`src/rtl/ps2_pkg.sv`:
```
// Shared PS/2 scancode decoder types and constants: decoder states, prefix and
// overrun byte values, and the 10-bit key event record.
package ps2_pkg;

  typedef enum logic [1:0] {
    IDLE     = 2'd0,
    PFX_E0   = 2'd1,
    PFX_F0   = 2'd2,
    PFX_E0F0 = 2'd3
  } ps2_state_e;

  localparam logic [7:0] PS2_PFX_EXT = 8'hE0;
  localparam logic [7:0] PS2_PFX_BRK = 8'hF0;
  localparam logic [7:0] PS2_OVR0    = 8'h00;
  localparam logic [7:0] PS2_OVR1    = 8'hFF;

  typedef struct packed {
    logic       ext;
    logic       brk;
    logic [7:0] key;
  } ps2_evt_t;

  function automatic logic ps2_is_ovr(input logic [7:0] b);
    return (b == PS2_OVR0) || (b == PS2_OVR1);
  endfunction

endpackage

```
`src/rtl/ps2_scan_ctrl_if.sv`:
```
// Byte-receiver and key-event consumer handshake of ps2_scan_ctrl.
interface ps2_scan_ctrl_if;
  logic       i_cap;
  logic [7:0] i_dap;
  logic       o_spa;
  logic       o_valid;
  logic [7:0] o_key;
  logic       o_ext;
  logic       o_brk;
  logic       i_ack;

  modport slave (
    input  i_cap, i_dap, i_ack,
    output o_spa, o_valid, o_key, o_ext, o_brk
  );

  modport master (
    output i_cap, i_dap, i_ack,
    input  o_spa, o_valid, o_key, o_ext, o_brk
  );
endinterface

```
`src/rtl/ps2_evt_fifo.sv`:
```
// Key-event FIFO, power-of-two DEPTH; a push into a full FIFO is accepted
// when a pop happens in the same cycle.
module ps2_evt_fifo
  import ps2_pkg::*;
#(
  parameter int DEPTH = 4
) (
  input  logic     i_clk,
  input  logic     i_rst,
  input  logic     i_push,
  input  logic     i_pop,
  input  ps2_evt_t i_din,
  output ps2_evt_t o_dout,
  output logic     o_full,
  output logic     o_empty
);
  localparam int AW = (DEPTH > 1) ? $clog2(DEPTH) : 1;

  logic [AW-1:0] wr_q, rd_q;
  logic [AW:0]   cnt_q;
  ps2_evt_t      mem_q [DEPTH];
  logic          do_push_s, do_pop_s;

  assign o_full    = (cnt_q == (AW+1)'(DEPTH));
  assign o_empty   = (cnt_q == (AW+1)'(0));
  assign do_pop_s  = i_pop & ~o_empty;
  assign do_push_s = i_push & (~o_full | do_pop_s);
  assign o_dout    = mem_q[rd_q];

  // Storage, pointers (wrap naturally at DEPTH) and occupancy.
  always_ff @(posedge i_clk) begin
    if (i_rst) begin
      wr_q  <= '0;
      rd_q  <= '0;
      cnt_q <= '0;
      for (int i = 0; i < DEPTH; i++) mem_q[i] <= '0;
    end else begin
      if (do_push_s) begin
        mem_q[wr_q] <= i_din;
        wr_q        <= wr_q + AW'(1);
      end
      if (do_pop_s) rd_q <= rd_q + AW'(1);
      case ({do_push_s, do_pop_s})
        2'b10:   cnt_q <= cnt_q + (AW+1)'(1);
        2'b01:   cnt_q <= cnt_q - (AW+1)'(1);
        default: cnt_q <= cnt_q;
      endcase
    end
  end
endmodule

```
`src/rtl/ps2_scan_ctrl.sv`:
```
// PS/2 scancode prefix decoder with key-event queue. Define PS2_SCAN_FIFO_EN
// for a FIFO_DEPTH-entry event FIFO; otherwise a single event register is used.
module ps2_scan_ctrl
  import ps2_pkg::*;
#(
  parameter int FIFO_DEPTH = 4
) (
  input  logic            i_clk,
  input  logic            i_rst,
  ps2_scan_ctrl_if.slave  bus,
  output logic            o_err,
  output logic [7:0]      o_err_cnt
);
  ps2_state_e state_q, state_d;
  logic       err_q, err_d;
  logic [7:0] err_cnt_q;
  logic       push_s, pop_s, spa_s, valid_s;
  ps2_evt_t   evt_s, head_s;

  // Decoder state, error pulse and saturating error counter.
  always_ff @(posedge i_clk) begin
    if (i_rst) begin
      state_q   <= IDLE;
      err_q     <= 1'b0;
      err_cnt_q <= 8'h00;
    end else begin
      state_q <= state_d;
      err_q   <= err_d;
      if (err_d && (err_cnt_q != 8'hFF)) err_cnt_q <= err_cnt_q + 8'd1;
    end
  end

  // Next state, error detection and event emission for each captured byte.
  always_comb begin
    state_d   = state_q;
    err_d     = 1'b0;
    push_s    = 1'b0;
    evt_s.key = bus.i_dap;
    evt_s.ext = (state_q == PFX_E0) || (state_q == PFX_E0F0);
    evt_s.brk = (state_q == PFX_F0) || (state_q == PFX_E0F0);
    if (bus.i_cap) begin
      if (!spa_s) begin
        err_d = 1'b1;
      end else if (ps2_is_ovr(bus.i_dap)) begin
        state_d = IDLE;
        err_d   = 1'b1;
      end else if (bus.i_dap == PS2_PFX_EXT) begin
        state_d = PFX_E0;
        err_d   = (state_q != IDLE);
      end else if (bus.i_dap == PS2_PFX_BRK) begin
        case (state_q)
          IDLE:    state_d = PFX_F0;
          PFX_E0:  state_d = PFX_E0F0;
          default: err_d   = 1'b1;
        endcase
      end else begin
        push_s  = 1'b1;
        state_d = IDLE;
      end
    end else begin
      state_d = state_q;
    end
  end

  assign pop_s = valid_s & bus.i_ack;

`ifdef PS2_SCAN_FIFO_EN
  logic full_s, empty_s;

  if ((FIFO_DEPTH < 2) || (FIFO_DEPTH > 16) ||
      ((FIFO_DEPTH & (FIFO_DEPTH - 1)) != 0)) begin : g_bad_depth
    $error("ps2_scan_ctrl: FIFO_DEPTH must be a power of two in 2..16");
  end

  ps2_evt_fifo #(.DEPTH(FIFO_DEPTH)) u_fifo (
    .i_clk   (i_clk),
    .i_rst   (i_rst),
    .i_push  (push_s),
    .i_pop   (pop_s),
    .i_din   (evt_s),
    .o_dout  (head_s),
    .o_full  (full_s),
    .o_empty (empty_s)
  );

  assign valid_s = ~empty_s;
  assign spa_s   = ~full_s;
`else
  ps2_evt_t evt_q;
  logic     valid_q;

  // Single-entry event holding register; a new push replaces a popped head.
  always_ff @(posedge i_clk) begin
    if (i_rst) begin
      evt_q   <= '0;
      valid_q <= 1'b0;
    end else if (push_s) begin
      evt_q   <= evt_s;
      valid_q <= 1'b1;
    end else if (pop_s) begin
      valid_q <= 1'b0;
    end
  end

  assign head_s  = evt_q;
  assign valid_s = valid_q;
  assign spa_s   = ~valid_q | bus.i_ack;
`endif

  assign bus.o_valid = valid_s;
  assign bus.o_key   = head_s.key;
  assign bus.o_ext   = head_s.ext;
  assign bus.o_brk   = head_s.brk;
  assign bus.o_spa   = spa_s;
  assign o_err       = err_q;
  assign o_err_cnt   = err_cnt_q;
endmodule
```
`src/flat_wrapper.sv`:
```
// flat-port wrapper written by rule: the top's interface ports become plain ports
module ps2_scan_ctrl_flat import ps2_pkg::*;
#(
  parameter int FIFO_DEPTH = 4
)
  (i_clk, i_rst, o_err, o_err_cnt, bus_i_cap, bus_i_dap, bus_i_ack, bus_o_spa, bus_o_valid, bus_o_key, bus_o_ext, bus_o_brk);
  ps2_scan_ctrl_if bus_i ();
  input  logic i_clk;
  input  logic i_rst;
  output logic o_err;
  output logic [7:0] o_err_cnt;
  input wire logic [$bits(bus_i.i_cap)-1:0] bus_i_cap;
  input wire logic [$bits(bus_i.i_dap)-1:0] bus_i_dap;
  input wire logic [$bits(bus_i.i_ack)-1:0] bus_i_ack;
  output wire logic [$bits(bus_i.o_spa)-1:0] bus_o_spa;
  output wire logic [$bits(bus_i.o_valid)-1:0] bus_o_valid;
  output wire logic [$bits(bus_i.o_key)-1:0] bus_o_key;
  output wire logic [$bits(bus_i.o_ext)-1:0] bus_o_ext;
  output wire logic [$bits(bus_i.o_brk)-1:0] bus_o_brk;
  assign bus_i.i_cap = bus_i_cap;
  assign bus_i.i_dap = bus_i_dap;
  assign bus_i.i_ack = bus_i_ack;
  assign bus_o_spa = bus_i.o_spa;
  assign bus_o_valid = bus_i.o_valid;
  assign bus_o_key = bus_i.o_key;
  assign bus_o_ext = bus_i.o_ext;
  assign bus_o_brk = bus_i.o_brk;
  ps2_scan_ctrl #(.FIFO_DEPTH(FIFO_DEPTH)) u_core (.i_clk(i_clk), .i_rst(i_rst), .bus(bus_i), .o_err(o_err), .o_err_cnt(o_err_cnt));
endmodule
```
`config.mk`:
```
export PLATFORM = sky130hd
export DESIGN_NAME = ps2_scan_ctrl_flat
export DESIGN_NICKNAME = d
export VERILOG_FILES = /design/src/rtl/ps2_pkg.sv /design/src/rtl/ps2_scan_ctrl_if.sv /design/src/rtl/ps2_evt_fifo.sv /design/src/rtl/ps2_scan_ctrl.sv /design/src/flat_wrapper.sv
export SDC_FILE = /design/constraint.sdc
export NUM_CORES = 1
export LEC_CHECK = 0
export BUFFER_PORTS_ARGS = -buffer_cell sky130_fd_sc_hd__buf_4
export CAP_MARGIN = 20
export CELL_PAD_IN_SITES_DETAIL_PLACEMENT = 1
export CELL_PAD_IN_SITES_GLOBAL_PLACEMENT = 2
export CORE_UTILIZATION = 25
export CTS_CLUSTER_SIZE = 8
export DETAILED_ROUTE_END_ITERATION = 8
export HOLD_SLACK_MARGIN = 0.12
export PLACE_DENSITY = 0.7
export SLEW_MARGIN = 20
export SYNTH_ARGS = -nofsm -noshare
export SYNTH_HDL_FRONTEND = slang
export SYNTH_SLANG_ARGS = --single-unit
```
`constraint.sdc`:
```
create_clock -name i_clk -period 1.5 [get_ports i_clk]
set_input_delay 0.075 -clock i_clk [delete_from_list [all_inputs] [get_ports i_clk]]
set_output_delay 0.075 -clock i_clk [all_outputs]
set_load 0.02 [all_outputs]
```
==> results of run 1 <==
## power breakdown
| group | total, uW | internal [uW] | leakage, uW | switching, uW |
|---|---|---|---|---|
| clock | 377 | 189 | 0.0000228 | 187 |
| combinational | 218 | 107 | 0.000521 | 111 |
| sequential | 611 | 600 | 0.000185 | 11.8 |
## per-layer routing
metal  vias up  GRT usage
met5         -          0
met3         5     0.0156
met4         0     0.0652
met2        17      0.256
met1       503      0.202
li1        524          -
## critical path: stages, from the launching register on
cell and delay, ps:
dfxtp_2 350, nand4_1 160, buf_4 190, o21ai_1 140, o22ai_2 110, nand4_1 130
mux2_4 300
## logic make-up (layout without fill, tap and decap cells)
kind of cell | after synthesis | count (layout) | share of synthesized area
compound gates | 22 | 22 | 0.144
xor+xnor | 1 | 1 | 0.00866
fa+ha+maj | 1 | 1 | 0.0124
buf+inv | 7 | 70 | 0.0297
flops | 22 | 22 | 0.436
mux | 12 | 12 | 0.121
simple gates | 45 | 45 | 0.249
## sequential cells by signal, summed over array words and instances, names as in the netlist
name / flops
u_core.bus.o_key: 8
u_core.o_err_cnt: 8
u_core.state_q: 2
u_core.bus.o_brk: 1
u_core.bus.o_ext: 1
u_core.bus.o_valid: 1
u_core.o_err: 1
## cell usage after synthesis
| library cell | n |
|---|---|
| or4_1 | 2 |
| inv_1 | 4 |
| o22a_1 | 1 |
| or3_1 | 1 |
| nand3_1 | 2 |
| o211ai_1 | 1 |
| and2_1 | 1 |
| a21oi_1 | 8 |
| a221oi_1 | 1 |
| nor2_1 | 19 |
| a31o_1 | 1 |
| o22ai_2 | 1 |
| ha_1 | 1 |
| nor2b_1 | 3 |
| mux2i_1 | 10 |
| and4_1 | 2 |
| o21ai_0 | 3 |
| and3_1 | 2 |
| o22ai_1 | 1 |
| a31oi_1 | 1 |
| nand2b_1 | 1 |
| nor4_4 | 2 |
| buf_4 | 1 |
| dfxtp_1 | 22 |
| o31ai_1 | 2 |
| a311oi_1 | 1 |
| xnor2_1 | 1 |
| clkbuf_1 | 2 |
| mux2_1 | 2 |
| nand2_1 | 7 |
| nand4_1 | 3 |
| o21bai_1 | 1 |
## what timing repair did
action,CTS,global route
pin swaps,1,5
endpoints found under the hold margin,6,0
endpoints found under the setup margin,5,12
buffers inserted,0,6
hold buffers,6,0
gates resized for setup,2,13
## metrics by stage
| stage | instance area (sq um) | instances | power, uW |
|---|---|---|---|
| 2_1_floorplan | 1050 | 110 | 721 |
| 6_report | 1670 | 221 | 1210 |
| 5_1_grt | 1670 | 221 | 1270 |
| 4_1_cts | 1580 | 215 | 1220 |
| 3_5_place_dp | 1470 | 205 | 828 |
| 3_3_place_gp | 1470 | 205 | 822 |
## final cells by class
| cell class | count | area (sq um) | area share |
|---|---|---|---|
| clock buffer | 4 | 45.0 | 0.0270 |
| tap | 48 | 60.1 | 0.0360 |
| inverter | 4 | 15.0 | 0.00901 |
| timing repair buffer | 62 | 488 | 0.293 |
| sequential | 22 | 459 | 0.276 |
| multi-input combinational | 81 | 599 | 0.360 |
## how the worst max path moves through the flow
stage	start	end	slack [ps]
3_5_place_dp	bus_i_dap[7]	u_core.o_err_cnt[4]	-90
2_1_floorplan	u_core.o_err_cnt[0]	u_core.o_err_cnt[4]	-40
5_1_grt	u_core.o_err_cnt[6]	u_core.o_err_cnt[6]	-80
3_3_place_gp	bus_i_dap[0]	u_core.o_err_cnt[5]	-50
6_report	u_core.o_err_cnt[6]	u_core.o_err_cnt[4]	-0.2
4_1_cts	u_core.o_err_cnt[4]	u_core.o_err_cnt[4]	-10
==> flow_summary.yaml, run 1 <==
finish:
  fin_util: 0.442
  final_common_cell: "buf_4"
  mostFrequentLayoutCells: "buf_4, nor2_1, dfxtp_1"
  fin_nets: 187
  fillers: 447
  antennaDiodeCount: 0
  synthToLayoutAreaGrowth_pct: 64.9
  drive_gt1_frac: 0.480
sta:
  hold_viol_final: 0
  finalSetupTns_ps: -0.184
  rsz0062_at_grt: "true"
  slew_viol_final: 0
  finClkSkew_ps: 5.68
  setup_viol: 1
  fin_crit_sh: 1.00
  post-route-worst-setup-slack_ps: -0.184
  worst_pin_slew_ps: 323
  slew_headroom: 0.783
  min_period_ps: 1500
  whs_ps: 134
  max_freq_ghz: 0.667
min_path:
  whs_path_depth: 3
  min_path_type: "primary input to flop"
  min_to: "u_core.state_q[1]"
  min_from: "bus_i_cap"
floorplan:
  fp.dieH_um: 65.6
  core_region_area_sq_um: 3770
  start_util: 0.268
  design.portCount: 33
  rows: 22
  die_area_sq_um: 4300
  die_x_um: 65.6
clocking:
  clk_latency_ps: 260
  htreeDepth: 1
  cts.sinks: 22
  cts.path.max_buffers: 2
  path_clk_slew_ps: 80
  cts-root-buf: "clkbuf_8"
  cts_buffers: 3
  cts_tree: "done"
yosys:
  yosysSeqAreaShare: 0.436
  synth_nets: 123
  yosysUniqueCellTypes: 32
  synthCells: 110
  synth_top_area_frac: 0.436
  synth_area_leader_cell: "dfxtp_1"
  yosys_warnings: 0
  ys_ff_latch: 22
  synth_area_sq_um: 1010
  ys_top_cells_by_area: "dfxtp_1, mux2i_1, nor2_1"
  synth_area_per_cell_sq_um: 9.19
route:
  wl_met1_um: 1400
  top_layer: "met4"
  num_vias: 1049
  drc: 0
  wl_per_cell_um: 13.6
  wl_met2_um: 1480
  drtIter0Drc: 25
  wl_um: 3010
  vias_per_cell: 4.75
  antenna_left: 0
  drt_pass1_iterations: 4
  wl_met3_um: 79
worst_setup_path:
  startpoint_type: "flop"
  crit_required_ps: 1660
  critPathKind: "flop to flop"
  cp-end-kind: "flop"
  crit_arrival_ps: 1660
  worst_r2r_startpoint: "u_core.o_err_cnt[6]"
  cp_max_fo: 4
  r2r-end: "u_core.o_err_cnt[4]"
  reg2reg_depth: 6
  rrSetupSlack_ps: -0.2
grt:
  grt_overflow_total: 0
  track_usage: 0.155
  grt_pass1_wl_um: 5100
  grt_pass1_vias: 1058
  grt_max_degree: 26
  antenna_found_initial: 0
placement:
  dp_slack_ps: -86.2
  io_buffers: 32
  gp_congestion: 0.743
  dp_hpwl_um: 2220
power_and_ir_drop:
  p_leak_uw: 0.000729
  cellPowerDensity_nw_per_um2: 724
  ir_worst_vdd_mv: 0.369
run:
  maxCapViolations: 0
outcome:
  outcome: "finished, violations left"
  violations: "setup timing"
Power figures use the tool's default switching activity.
==> inputs of run 2 (changes only) <==
--- a/config.mk
+++ b/config.mk
@@ -18,3 +18,4 @@
 export SYNTH_ARGS = -nofsm -noshare
 export SYNTH_HDL_FRONTEND = slang
 export SYNTH_SLANG_ARGS = --single-unit
+export TNS_END_PERCENT = 1
==> run 2 against run 1 <==
Compared with the run above:
- the flow still finishes with violations (setup timing)
- global-route usage fell by 0.39 points
- power rose by 3.8%
- final cell count fell by 0.45%
- count of clock-buffer cells in the layout did not move
- die area did not move
- largest power group unchanged
- combinational power barely moved
- hold slack improved by 12 ps
- fmax fell by 1.2%
- core utilization fell by 0.93 points
- critical path type unchanged
==> flow_summary.yaml, run 2 (synthesis gave the netlist of run 1 again) <==
outcome:
  outcome: "finished, violations left"
  violations: "setup timing"
sta:
  setup_viol: 3
  hold_viol_final: 0
  max_freq_ghz: 0.658
  rsz0062_at_grt: "true"
  post-route-worst-setup-slack_ps: -18.6
  whs_ps: 146
  worst_pin_slew_ps: 385
  fin_crit_sh: 1.01
  slew_viol_final: 0
  slew_headroom: 0.741
  min_period_ps: 1520
  finClkSkew_ps: 1.51
worst_setup_path:
  worst_r2r_startpoint: "u_core.state_q[1]"
  cp_slowest_stage_delay_ps: 330
  cp-end-kind: "flop"
  startpoint_type: "flop"
  crit_path_end: "u_core.o_err_cnt[7]"
  path_buf_inv: 2
  cp.depth: 7
  path_delay_family: "compound AO/OA/AOI/OAI gates"
  cp_slowest_cell: "dfxtp_2"
  critPathKind: "flop to flop"
  crit_path_frequent_cell: "buf_4"
  crit_arrival_ps: 1670
  critPathLaunch: "u_core.state_q[1]"
  rrSetupSlack_ps: -20
  reg2reg_depth: 7
  cp_max_fo: 4
  crit_required_ps: 1650
  r2r-end: "u_core.o_err_cnt[7]"
  crit_chain: "and4_1 > a311oi_2 > o22a_1 > buf_4 > buf_4 > o31ai_1 > a21oi_1"
route:
  drtIter0Drc: 35
  vias_per_cell: 4.65
  num_vias: 1022
  drt_pass1_iterations: 4
  wl_per_cell_um: 13.2
  antenna_left: 0
  wl_um: 2910
  drc: 0
min_path:
  min_path_type: "primary input to flop"
  whs_path_depth: 4
clocking:
  cts_buffers: 3
  htreeDepth: 1
  cts_tree: "done"
  path_clk_slew_ps: 80
  cts.sinks: 22
  cts.path.max_buffers: 2
  clk_latency_ps: 260
  cts-root-buf: "clkbuf_8"
power_and_ir_drop:
  p_leak_uw: 0.000723
  ir_worst_vdd_mv: 0.438
  cellPowerDensity_nw_per_um2: 768
finish:
  drive_gt1_frac: 0.459
  fin_nets: 186
  post-route-cell-area_sq_um: 1630
  final_common_cell: "buf_4"
  antennaDiodeCount: 0
  synthToLayoutAreaGrowth_pct: 61.4
  mostFrequentLayoutCells: "buf_4, nor2_1, dfxtp_1"
run:
  maxCapViolations: 0
floorplan:
  fp.dieH_um: 65.6
  die_x_um: 65.6
  die_area_sq_um: 4300
  core_region_area_sq_um: 3770
  start_util: 0.268
  design.portCount: 33
  rows: 22
placement:
  gp_congestion: 0.726
  io_buffers: 32
  dp_hpwl_um: 2230
  placed_area_sq_um: 1490
grt:
  track_usage: 0.151
  grt_overflow_total: 0
  grt_max_degree: 26
  antenna_found_initial: 0
  grt_pass1_wl_um: 4910
  grt_pass1_vias: 1058
[run 2: routing by layer]
metal | track usage | part of all wire
met5 | 0 | 0
met4 | 0.0652 | 0.021
met3 | 0.0226 | 0.032
met2 | 0.267 | 0.50
met1 | 0.178 | 0.45
[run 2: repair_timing]
| action | CTS | global route |
|---|---|---|
| endpoints found under the setup margin | 5 | 8 |
| setup buffers | 3 | 0 |
| gates resized for setup | 4 | 5 |
| hold endpoints to repair | 4 | 0 |
| hold buffers | 4 | 0 |
| cloned | 0 | 0 |
| pin swaps | 4 | 3 |
[run 2: through the flow]
step                      utilization  std cells  power [uW]  setup TNS, ps  setup slack, ps
final                           0.433        220        1250          -30.3            -18.6
after global routing            0.433        220        1310           -528            -98.6
after CTS                       0.428        220        1280           -166            -61.0
after detailed placement        0.395        210         833          -1350             -140
after global placement          0.395        210         829           -562            -83.4
after floorplan                     -        110         722           -629            -72.4
[run 2: worst min path at each step]
stage	to	from	slack (ps)
final	u_core.bus.o_key[5]	bus_i_dap[3]	150
after CTS	u_core.bus.o_key[5]	bus_i_dap[3]	140
after global placement	u_core.bus.o_key[3]	bus_i_dap[3]	350
after detailed placement	u_core.bus.o_key[3]	bus_i_dap[3]	360
after floorplan	u_core.bus.o_key[0]	bus_i_dap[0]	220
after global routing	u_core.o_err_cnt[5]	i_rst	170
[run 2: power by group]
part | total [uW] | switching, uW | internal, uW
clock | 422 | 188 | 234
sequential | 614 | 11.1 | 603
combinational | 216 | 108 | 108
total | 1250 | 308 | 945
[run 2: area by class of cell]
class	instances	area (sq um)
Fill cell	444	2140
Tap cell	48	60.1
Clock buffer	4	55.1
Timing Repair Buffer	61	468
Inverter	4	15.0
Sequential cell	22	452
Multi-Input combinational cell	81	582
[run 2: worst min-delay path: stages]
cell      delay, ps
buf_4           100
nor4_4           50
nand2_1          60
a221oi_1         60
